$ cat src/rtl/countdown_mmss.sv
// BCD mm:ss down-counter with done pulse and timed alarm for timer mode.
// Optional COUNTDOWN_RELOAD_EN: auto-reload the last preset on expiry.
module countdown_mmss #(
    parameter int ALARM_TICKS = 5
) (
    input  logic       clk,
    input  logic       rst_n,
    input  logic       tick,
    input  logic       clear,
    input  logic       load,
    input  logic [3:0] ld_min_H,
    input  logic [3:0] ld_min_L,
    input  logic [3:0] ld_sec_H,
    input  logic [3:0] ld_sec_L,
    input  logic       start,
    input  logic       pause,
    output logic [3:0] min_H,
    output logic [3:0] min_L,
    output logic [3:0] sec_H,
    output logic [3:0] sec_L,
    output logic       running,
    output logic       done,
    output logic       alarm
);

    typedef enum logic [1:0] {
        IDLE  = 2'd0,
        RUN   = 2'd1,
        PAUSE = 2'd2,
        DONE  = 2'd3
    } state_t;

    localparam logic [3:0] LAST_CNT = 4'(ALARM_TICKS - 1);

    state_t      state;
    state_t      n_state;
    logic [15:0] digits;
    logic [15:0] n_digits;
    logic [15:0] dec;
    logic [15:0] preset;
    logic [3:0]  cnt;
    logic [3:0]  n_cnt;
    logic        n_done;
    logic        n_alarm;
    logic        expiring;

`ifdef COUNTDOWN_RELOAD_EN
    logic [15:0] reload;
    logic [15:0] n_reload;
`endif

    function automatic logic [3:0] clamp_u(input logic [3:0] d);
        return (d > 4'd9) ? 4'd9 : d;
    endfunction

    function automatic logic [3:0] clamp_t(input logic [3:0] d);
        return (d > 4'd5) ? 4'd5 : d;
    endfunction

    assign {min_H, min_L, sec_H, sec_L} = digits;

    assign preset = {clamp_t(ld_min_H), clamp_u(ld_min_L),
                     clamp_t(ld_sec_H), clamp_u(ld_sec_L)};

    assign expiring = (digits == 16'h0001);

    // Borrow ripples from seconds units up to minutes tens.
    always_comb begin
        dec = digits;
        if (digits[3:0] != 4'd0) begin
            dec[3:0] = digits[3:0] - 4'd1;
        end else begin
            dec[3:0] = 4'd9;
            if (digits[7:4] != 4'd0) begin
                dec[7:4] = digits[7:4] - 4'd1;
            end else begin
                dec[7:4] = 4'd5;
                if (digits[11:8] != 4'd0) begin
                    dec[11:8] = digits[11:8] - 4'd1;
                end else begin
                    dec[11:8]  = 4'd9;
                    dec[15:12] = digits[15:12] - 4'd1;
                end
            end
        end
    end

    always_comb begin
        n_state  = state;
        n_digits = digits;
        n_cnt    = cnt;
        n_done   = 1'b0;
        n_alarm  = alarm;
`ifdef COUNTDOWN_RELOAD_EN
        n_reload = reload;
`endif
        if (clear) begin
            n_state  = IDLE;
            n_digits = 16'h0000;
            n_alarm  = 1'b0;
            n_cnt    = 4'd0;
        end else if (load && state != RUN) begin
            n_state  = IDLE;
            n_digits = preset;
            n_alarm  = 1'b0;
            n_cnt    = 4'd0;
`ifdef COUNTDOWN_RELOAD_EN
            n_reload = preset;
`endif
        end else if (start && (state == IDLE || state == PAUSE)) begin
            if (digits != 16'h0000) begin
                n_state = RUN;
            end
        end else if (pause && state == RUN) begin
            n_state = PAUSE;
        end else if (tick) begin
            if (state == RUN) begin
                if (expiring) begin
                    n_done = 1'b1;
`ifdef COUNTDOWN_RELOAD_EN
                    if (reload != 16'h0000) begin
                        n_digits = reload;
                    end else begin
                        n_digits = 16'h0000;
                        n_state  = DONE;
                        n_alarm  = 1'b1;
                        n_cnt    = 4'd0;
                    end
`else
                    n_digits = 16'h0000;
                    n_state  = DONE;
                    n_alarm  = 1'b1;
                    n_cnt    = 4'd0;
`endif
                end else begin
                    n_digits = dec;
                end
            end else if (state == DONE) begin
                if (cnt >= LAST_CNT) begin
                    n_state = IDLE;
                    n_alarm = 1'b0;
                    n_cnt   = 4'd0;
                end else begin
                    n_cnt = cnt + 4'd1;
                end
            end
        end
    end

    always_ff @(posedge clk or negedge rst_n) begin
        if (!rst_n) begin
            state   <= IDLE;
            digits  <= 16'h0000;
            cnt     <= 4'd0;
            done    <= 1'b0;
            alarm   <= 1'b0;
            running <= 1'b0;
        end else begin
            state   <= n_state;
            digits  <= n_digits;
            cnt     <= n_cnt;
            done    <= n_done;
            alarm   <= n_alarm;
            running <= (n_state == RUN);
        end
    end

`ifdef COUNTDOWN_RELOAD_EN
    always_ff @(posedge clk or negedge rst_n) begin
        if (!rst_n) begin
            reload <= 16'h0000;
        end else begin
            reload <= n_reload;
        end
    end
`endif

endmodule

$ cat config.mk
export PLATFORM = sky130hd
export DESIGN_NAME = countdown_mmss
export DESIGN_NICKNAME = d
export VERILOG_FILES = /design/src/rtl/countdown_mmss.sv
export SDC_FILE = /design/constraint.sdc
export NUM_CORES = 1
export LEC_CHECK = 0
export ABC_CLOCK_PERIOD_IN_PS = 2890
export CAP_MARGIN = 0
export CORE_UTILIZATION = 60
export DETAILED_ROUTE_END_ITERATION = 12
export DONT_BUFFER_PORTS = 1
export GPL_TIMING_DRIVEN = 0
export PLACE_DENSITY = 0.76
export SYNTH_ARGS = -nofsm -noshare
export SYNTH_HDL_FRONTEND = slang
export SYNTH_SLANG_ARGS = --single-unit
$ cat constraint.sdc
create_clock -name clk -period 2.89 [get_ports clk]
set_input_delay 0.7225 -clock clk [delete_from_list [all_inputs] [get_ports clk]]
set_output_delay 0.7225 -clock clk [all_outputs]
set_load 0.02 [all_outputs]
==> summary.txt, run 1 <==
Final TNS setup: 0 ns
Min Tclk post-route: 2.66 ns
Area growth from synthesis to layout: 5.37%
Starting Density: 65.3%
CTS tree: yes
CP Max Fanout: 7
Skew-Pair Late Insertion Delay: 0.32 ns
Top post-synthesis cells by count: dfrtp_1 (25), nand2_1 (16), inv_1 (11), nor2_1 (11), o21ai_0 (10)
Area of the multi-input gates: 986 um^2
Grt met3 use: 4.17%
# DRC: 0
Clk sinks: 25
Pre-CTS WS: 0.0873 ns
Register area share after synthesis: 37.3%
FF+latch area: 626 um^2
Fillers: 217
CP endpoint kind: flip-flop
Max-cap viol count: 0
Grt total ovfl: 0
Die extent in x: 54.9 um
Final setup fails: 0
CTS Buf Count: 3
Die height: 54.9 um
Flops & latches, synth: 25
Area leader, netlist: dfrtp_1
Share of post-route cells with drive strength above 1: 9.47%
Worst setup margin: 0.226 ns
Diode count: 0
Wire per inst: 17.0 um
Vias: 1500
Ys flop type: dfrtp_1
Status: complete, no violations
Post-synth EDFFs: 0
RSZ-0062 raised after global routing: false
Area contributors post-synth: dfrtp_1 (37%), ha_1 (5.2%), nand2_1 (3.6%), a31oi_1 (3.0%), o21ai_0 (3.0%)
Unique masters post-synth: 49
Number of DRC markers in iteration 0: 38
Synth Instances: 183
CP Launch Type: flip-flop
Max Fclk: 375 MHz
Worst Path Required: 3.11 ns
Max_slew headroom: 52.5%
Bufs on Longest Clock Path: 2
Gr busiest metal: met2
RePlAce Congestion: 0.865
Tcrit/Tclk final: 92.2%
Critical Path AT: 2.89 ns
Async S/R FF share, synth: 100%
Pwr dens: 691 nW/um^2
Kind of critical path: flip-flop to flip-flop
Row cnt: 18
Placeable Area: 2570 um^2
Drt total wl: 3740 um
Io pins: 42
P_leak: 0.744 nW
First-pass DRT Iterations: 4
Met2 Resource Use GR: 42.4%
Final layout net count: 221
Met1 usage: 36.5%
Vias in the first global route: 1361
CTS Hold Bufs: 0
Largest net degree at the start of global routing: 26
Die Area: 3010 um^2
Ys Warns: 0
Clock root buffer master: clkbuf_4
Peak ir drop on the vdd network: 0.538 mV
H-tree levels: 1
Clk pin slew, worst setup/hold paths: 0.15 ns
Routed Antenna Nets: 0
Count leader, synth: dfrtp_1
Post-Syn Area: 1680 um^2
Gr usage total: 26.8%
Clock Skew: 0.00939 ns
Min Hold Slack: 0.0674 ns
Cts repair resizes: 0
Hold Fails Final Rpt: 0
Min-delay worst type: primary input to async pin
Via/cell ratio: 6.82
Initial antenna violation count: 0
Syn Area/Cell: 9.16 um^2
Worst-Margin Slew: 0.708 ns
Detailed placement HPWL: 2830 um
Port Buffer Count: 0
Fin. max-slew vios: 0
Syn Nets: 213
First-pass GRT wire length: 5790 um
Synth top area share: 37.3%
## placed cells by master, fill, tap and decap left out, types with 5 or more instances in the layout
master    count
nand2_1      16
nor3_1        9
ha_1          7
a31oi_1       8
a211oi_1      5
nor3b_1       5
inv_1        11
nor2_1       11
o31ai_1       5
o21ai_0      10
clkbuf_1      5
a21oi_1       8
dfrtp_1      25
## metal layers
| layer | up-vias | wire [um] |
|---|---|---|
| li1 | 717 | - |
| met1 | 718 | 1660 |
| met2 | 63 | 1810 |
| met3 | 2 | 251 |
| met4 | 0 | 14 |
| met5 | - | 0 |
## final timing paths
check,slack (ns),startpoint,cells after the start,to
min in group clk,0.47,pause,1,done$_DFF_PN0_
min,0.07,rst_n,0,digits[7]$_DFFE_PN0P_
max,0.23,digits[8]$_DFFE_PN0P_,8,digits[10]$_DFFE_PN0P_
max reg2reg,0.23,digits[8]$_DFFE_PN0P_,8,digits[10]$_DFFE_PN0P_
min reg2reg,0.50,cnt[1]$_DFFE_PN0P_,1,cnt[1]$_DFFE_PN0P_
max in group asynchronous,2.74,rst_n,0,cnt[2]$_DFFE_PN0P_
## where the power goes
group          switching (W)  total, W  internal (W)
registers           0.000185  0.000602      0.000416
logic               0.000245  0.000457      0.000212
clock network       0.000110  0.000163     0.0000527
total               0.000541   0.00122      0.000681
## cells by family (layout without fill, tap and decap cells)
logic type | Yosys count | after routing | synth area share [%]
buffers and inverters | 17 | 24 | 3.88
XOR/XNOR | 2 | 2 | 1.04
flip-flops | 25 | 25 | 37.3
AND/OR/NAND/NOR | 62 | 62 | 21.2
adder cells (fa/ha/maj) | 7 | 7 | 5.22
AO/OA/AOI/OAI | 63 | 63 | 26.8
multiplexers | 7 | 7 | 4.55
## registers in the layout (all words and copies together) (netlist names)
| signal | flops |
|---|---|
| cnt | 4 |
| done | 1 |
| state | 2 |
| alarm | 1 |
| running | 1 |
| digits | 16 |
## stage by stage
stage / total power (W) / instance area (um^2) / instances / utilization, %
after floorplan: 0.000953 / 1680 / 183 / -
after global placement: 0.00104 / 1710 / 213 / 66.8
after detailed placement: 0.00105 / 1710 / 213 / 66.8
after CTS: 0.00121 / 1740 / 217 / 67.9
after global routing: 0.00131 / 1770 / 220 / 68.8
final: 0.00122 / 1770 / 220 / 68.8
## layout make-up
cell class / instances / area share, %
Multi-Input combinational cell: 141 / 55.8
Sequential cell: 25 / 35.4
Inverter: 11 / 2.34
Tap cell: 30 / 2.12
Buffer: 6 / 1.35
Clock buffer: 3 / 1.27
Timing Repair Buffer: 3 / 1.27
Clock inverter: 1 / 0.425
## worst max-delay path, cell delays in order, from the launching register on
cell and delay, ns:
dfrtp_1 0.51, inv_1 0.14, ha_1 0.24, or3b_4 0.44
nor4b_4 0.29, buf_4 0.19, o21bai_2 0.11, nor2_1 0.29
mux2_1 0.36
## repair_timing
action | 4_1_cts | 5_1_grt
endpoints found under the setup margin | 0 | 7
hold endpoints to repair | 0 | 0
setup buffers | 0 | 3
Power figures use the tool's default switching activity.
==> run 2, diff against run 1 <==
--- a/config.mk
+++ b/config.mk
@@ -6,12 +6,13 @@
 export NUM_CORES = 1
 export LEC_CHECK = 0
 export ABC_CLOCK_PERIOD_IN_PS = 2890
+export BUFFER_PORTS_ARGS = -buffer_cell sky130_fd_sc_hd__buf_2
 export CAP_MARGIN = 0
-export CORE_UTILIZATION = 60
+export CORE_MARGIN = 2
+export CORE_UTILIZATION = 53
 export DETAILED_ROUTE_END_ITERATION = 12
-export DONT_BUFFER_PORTS = 1
 export GPL_TIMING_DRIVEN = 0
-export PLACE_DENSITY = 0.76
+export PLACE_DENSITY = 0.8
 export SYNTH_ARGS = -nofsm -noshare
 export SYNTH_HDL_FRONTEND = slang
 export SYNTH_SLANG_ARGS = --single-unit
==> constraint.sdc (replaced) <==
create_clock -name clk -period 2.89 [get_ports clk]
set_input_delay 0 -clock clk [delete_from_list [all_inputs] [get_ports clk]]
set_output_delay 0 -clock clk [all_outputs]
set_load 0.02 [all_outputs]
==> summary.txt, run 2 (synthesized netlist as in run 1, its figures left out) <==
Crit path depth: 7 (was 8)
Bufs on Longest Clock Path: 2 (unchanged)
Starting Density: 55.4% (was 65.3%)
CP Max Fanout: 6 (was 7)
Clock Skew: 0.00495 ns (was 0.00939 ns)
CP cell instances: inv_1, ha_1, or3b_4, nor4b_4, o21bai_2, a21oi_2, mux2_2 (was inv_1, ha_1, or3b_4, nor4b_4, buf_4, o21bai_2, nor2_1, mux2_1)
Critical Path AT: 2.79 ns (was 2.89 ns)
CP endpoint kind: flip-flop (unchanged)
Min Tclk post-route: 2.57 ns (was 2.66 ns)
Final TNS setup: 0 ns (unchanged)
Clk pin slew, worst setup/hold paths: 0.14 ns (was 0.15 ns)
Gr usage total: 24.7% (was 26.8%)
Max Fclk: 389 MHz (was 375 MHz)
Grt total ovfl: 0 (unchanged)
Diode count: 0 (unchanged)
Crit path largest cell delay: 0.44 ns (was 0.51 ns)
Final layout net count: 268 (was 221)
Row cnt: 20 (was 18)
P_leak: 0.957 nW (was 0.744 nW)
Routed Antenna Nets: 0 (unchanged)
Max reg flops: 16 (unchanged)
Via/cell ratio: 5.93 (was 6.82)
Core Util, Final: 67.8% (was 68.8%)
Clk sinks: 25 (unchanged)
CTS Buf Count: 3 (unchanged)
Kind of critical path: flip-flop to flip-flop (unchanged)
Io pins: 42 (unchanged)
Port Buffer Count: 40 (was 0)
RePlAce Congestion: 0.837 (was 0.865)
RSZ-0062 raised after global routing: false (unchanged)
Highest-count cells in the layout ignoring fill and taps: buf_2 (41), dfrtp_1 (25), nand2_1 (16), inv_1 (11), nor2_1 (11) (was dfrtp_1 (25), nand2_1 (16), inv_1 (11), nor2_1 (11), o21ai_0 (10))
Initial antenna violation count: 0 (unchanged)
Max-cap viol count: 0 (unchanged)
Min-delay worst type: primary input to flip-flop (was primary input to async pin)
Detailed placement HPWL: 2950 um (was 2830 um)
H-tree levels: 1 (unchanged)
Crit-path slowest cell: dfrtp_1 (unchanged)
Clock root buffer master: clkbuf_4 (unchanged)
Peak ir drop on the vdd network: 0.454 mV (was 0.538 mV)
Worst R2R Path Depth: 7 (was 8)
Min-Delay Path Depth: 4
Cts repair resizes: 0 (unchanged)
Tcrit/Tclk final: 89.0% (was 92.2%)
Area after DPL: 1930 um^2 (was 1710 um^2)
First-pass DRT Iterations: 6 (was 4)
Die Area: 3630 um^2 (was 3010 um^2)
Largest net degree at the start of global routing: 26 (unchanged)
Biggest regs: digits (16), cnt (4), state (2) (unchanged)
Vias: 1667 (was 1500)
Power Total: 0.00131 W (was 0.00122 W)
CTS tree: yes (unchanged)
Fin. max-slew vios: 0 (unchanged)
Pwr dens: 636 nW/um^2 (was 691 nW/um^2)
First-pass GRT wire length: 6810 um (was 5790 um)
Final setup fails: 0 (unchanged)
Wire per inst: 14.6 um (was 17.0 um)
Drt total wl: 4090 um (was 3740 um)
# DRC: 0 (unchanged)
Fillers: 269 (was 217)
Placeable Area: 3030 um^2 (was 2570 um^2)
Largest register by flop count: digits (unchanged)
Max_slew headroom: 50.9% (was 52.5%)
Most common cell after layout, fill and taps aside: buf_2 (was dfrtp_1)
Number of DRC markers in iteration 0: 69 (was 38)
Share of post-route cells with drive strength above 1: 24.5% (was 9.47%)
Area growth from synthesis to layout: 22.4% (was 5.37%)
CP top delay family: simple AND/OR/NAND/NOR gates (unchanged)
Worst-Margin Slew: 0.732 ns (was 0.708 ns)
Hold Fails Final Rpt: 0 (unchanged)
Die extent in x: 60.2 um (was 54.9 um)
Status: complete, no violations (unchanged)
Worst path buffer plus inverter count: 1 (was 2)
Vias in the first global route: 1560 (was 1361)
Skew-Pair Late Insertion Delay: 0.32 ns (about the same)
Die height: 60.2 um (was 54.9 um)
Worst Path Required: 3.11 ns (about the same)
CP Launch Type: flip-flop (unchanged)
Final Instance Area: 2050 um^2 (was 1770 um^2)
-- run 2: changes by cell type in the layout (fill, tap and decap cells not counted) --
cell and delta:
buf_2 +40, clkinv_2 +1, clkinvlp_4 -1, dlygate4sd3_1 +7
-- run 2: what timing repair did --
| action | in CTS | in global routing |
|---|---|---|
| endpoints found under the hold margin | 30 | 0 |
| hold buffers | 7 | 0 |
| endpoints found under the setup margin | 0 | 1 |
| setup buffers | 0 | 3 |
-- run 2: cell type report --
class / instances / area (um^2) / share of cell area [%]
Inverter: 11 / 41.3 / 2.01
Buffer: 6 / 23.8 / 1.16
Clock inverter: 1 / 5.00 / 0.244
Timing Repair Buffer: 50 / 293 / 14.3
Sequential cell: 25 / 626 / 30.5
Multi-Input combinational cell: 141 / 986 / 48.0
Clock buffer: 3 / 22.5 / 1.10
Tap cell: 44 / 55.1 / 2.68
-- run 2: path summary, 6_finish.rpt --
kind                                  startpoint                endpoint  slack, ns
min in group asynchronous                  rst_n   digits[6]$_DFFE_PN0P_       0.18
hold / removal                             clear   digits[1]$_DFFE_PN0P_       0.05
setup reg to reg           digits[8]$_DFFE_PN0P_  digits[14]$_DFFE_PN0P_       0.32
hold reg to reg               cnt[1]$_DFFE_PN0P_      cnt[1]$_DFFE_PN0P_       0.51
setup / recovery           digits[8]$_DFFE_PN0P_  digits[14]$_DFFE_PN0P_       0.32
max in group asynchronous                  rst_n  digits[14]$_DFFE_PN0P_       2.34
-- run 2: tightest hold or removal path: stages --
cell and delay, ns:
buf_2 0.13, a221oi_2 0.09, nand2_1 0.07, o31ai_1 0.06
-- run 2: layer usage --
metal  GRT usage, %  routed length (um)
met1           34.2                1890
met2           39.4                1980
met3           3.46                 203
met4           7.94                  14
met5              0                   0
-- run 2: per-stage QoR --
step,hold WS (ns),instances,setup WS [ns]
after floorplan,-0.296,183,0.439
after global placement,0.0315,267,0.230
after detailed placement,0.0239,267,0.196
after CTS,0.0237,278,0.161
after global routing,0.0523,281,0.209
final,0.0488,281,0.318
-- run 2: where the power goes --
part / internal [W] / switching (W) / total [W]
Combinational: 0.000271 / 0.000364 / 0.000634
Sequential: 0.000418 / 0.0000932 / 0.000511
Clock: 0.0000519 / 0.000108 / 0.000160
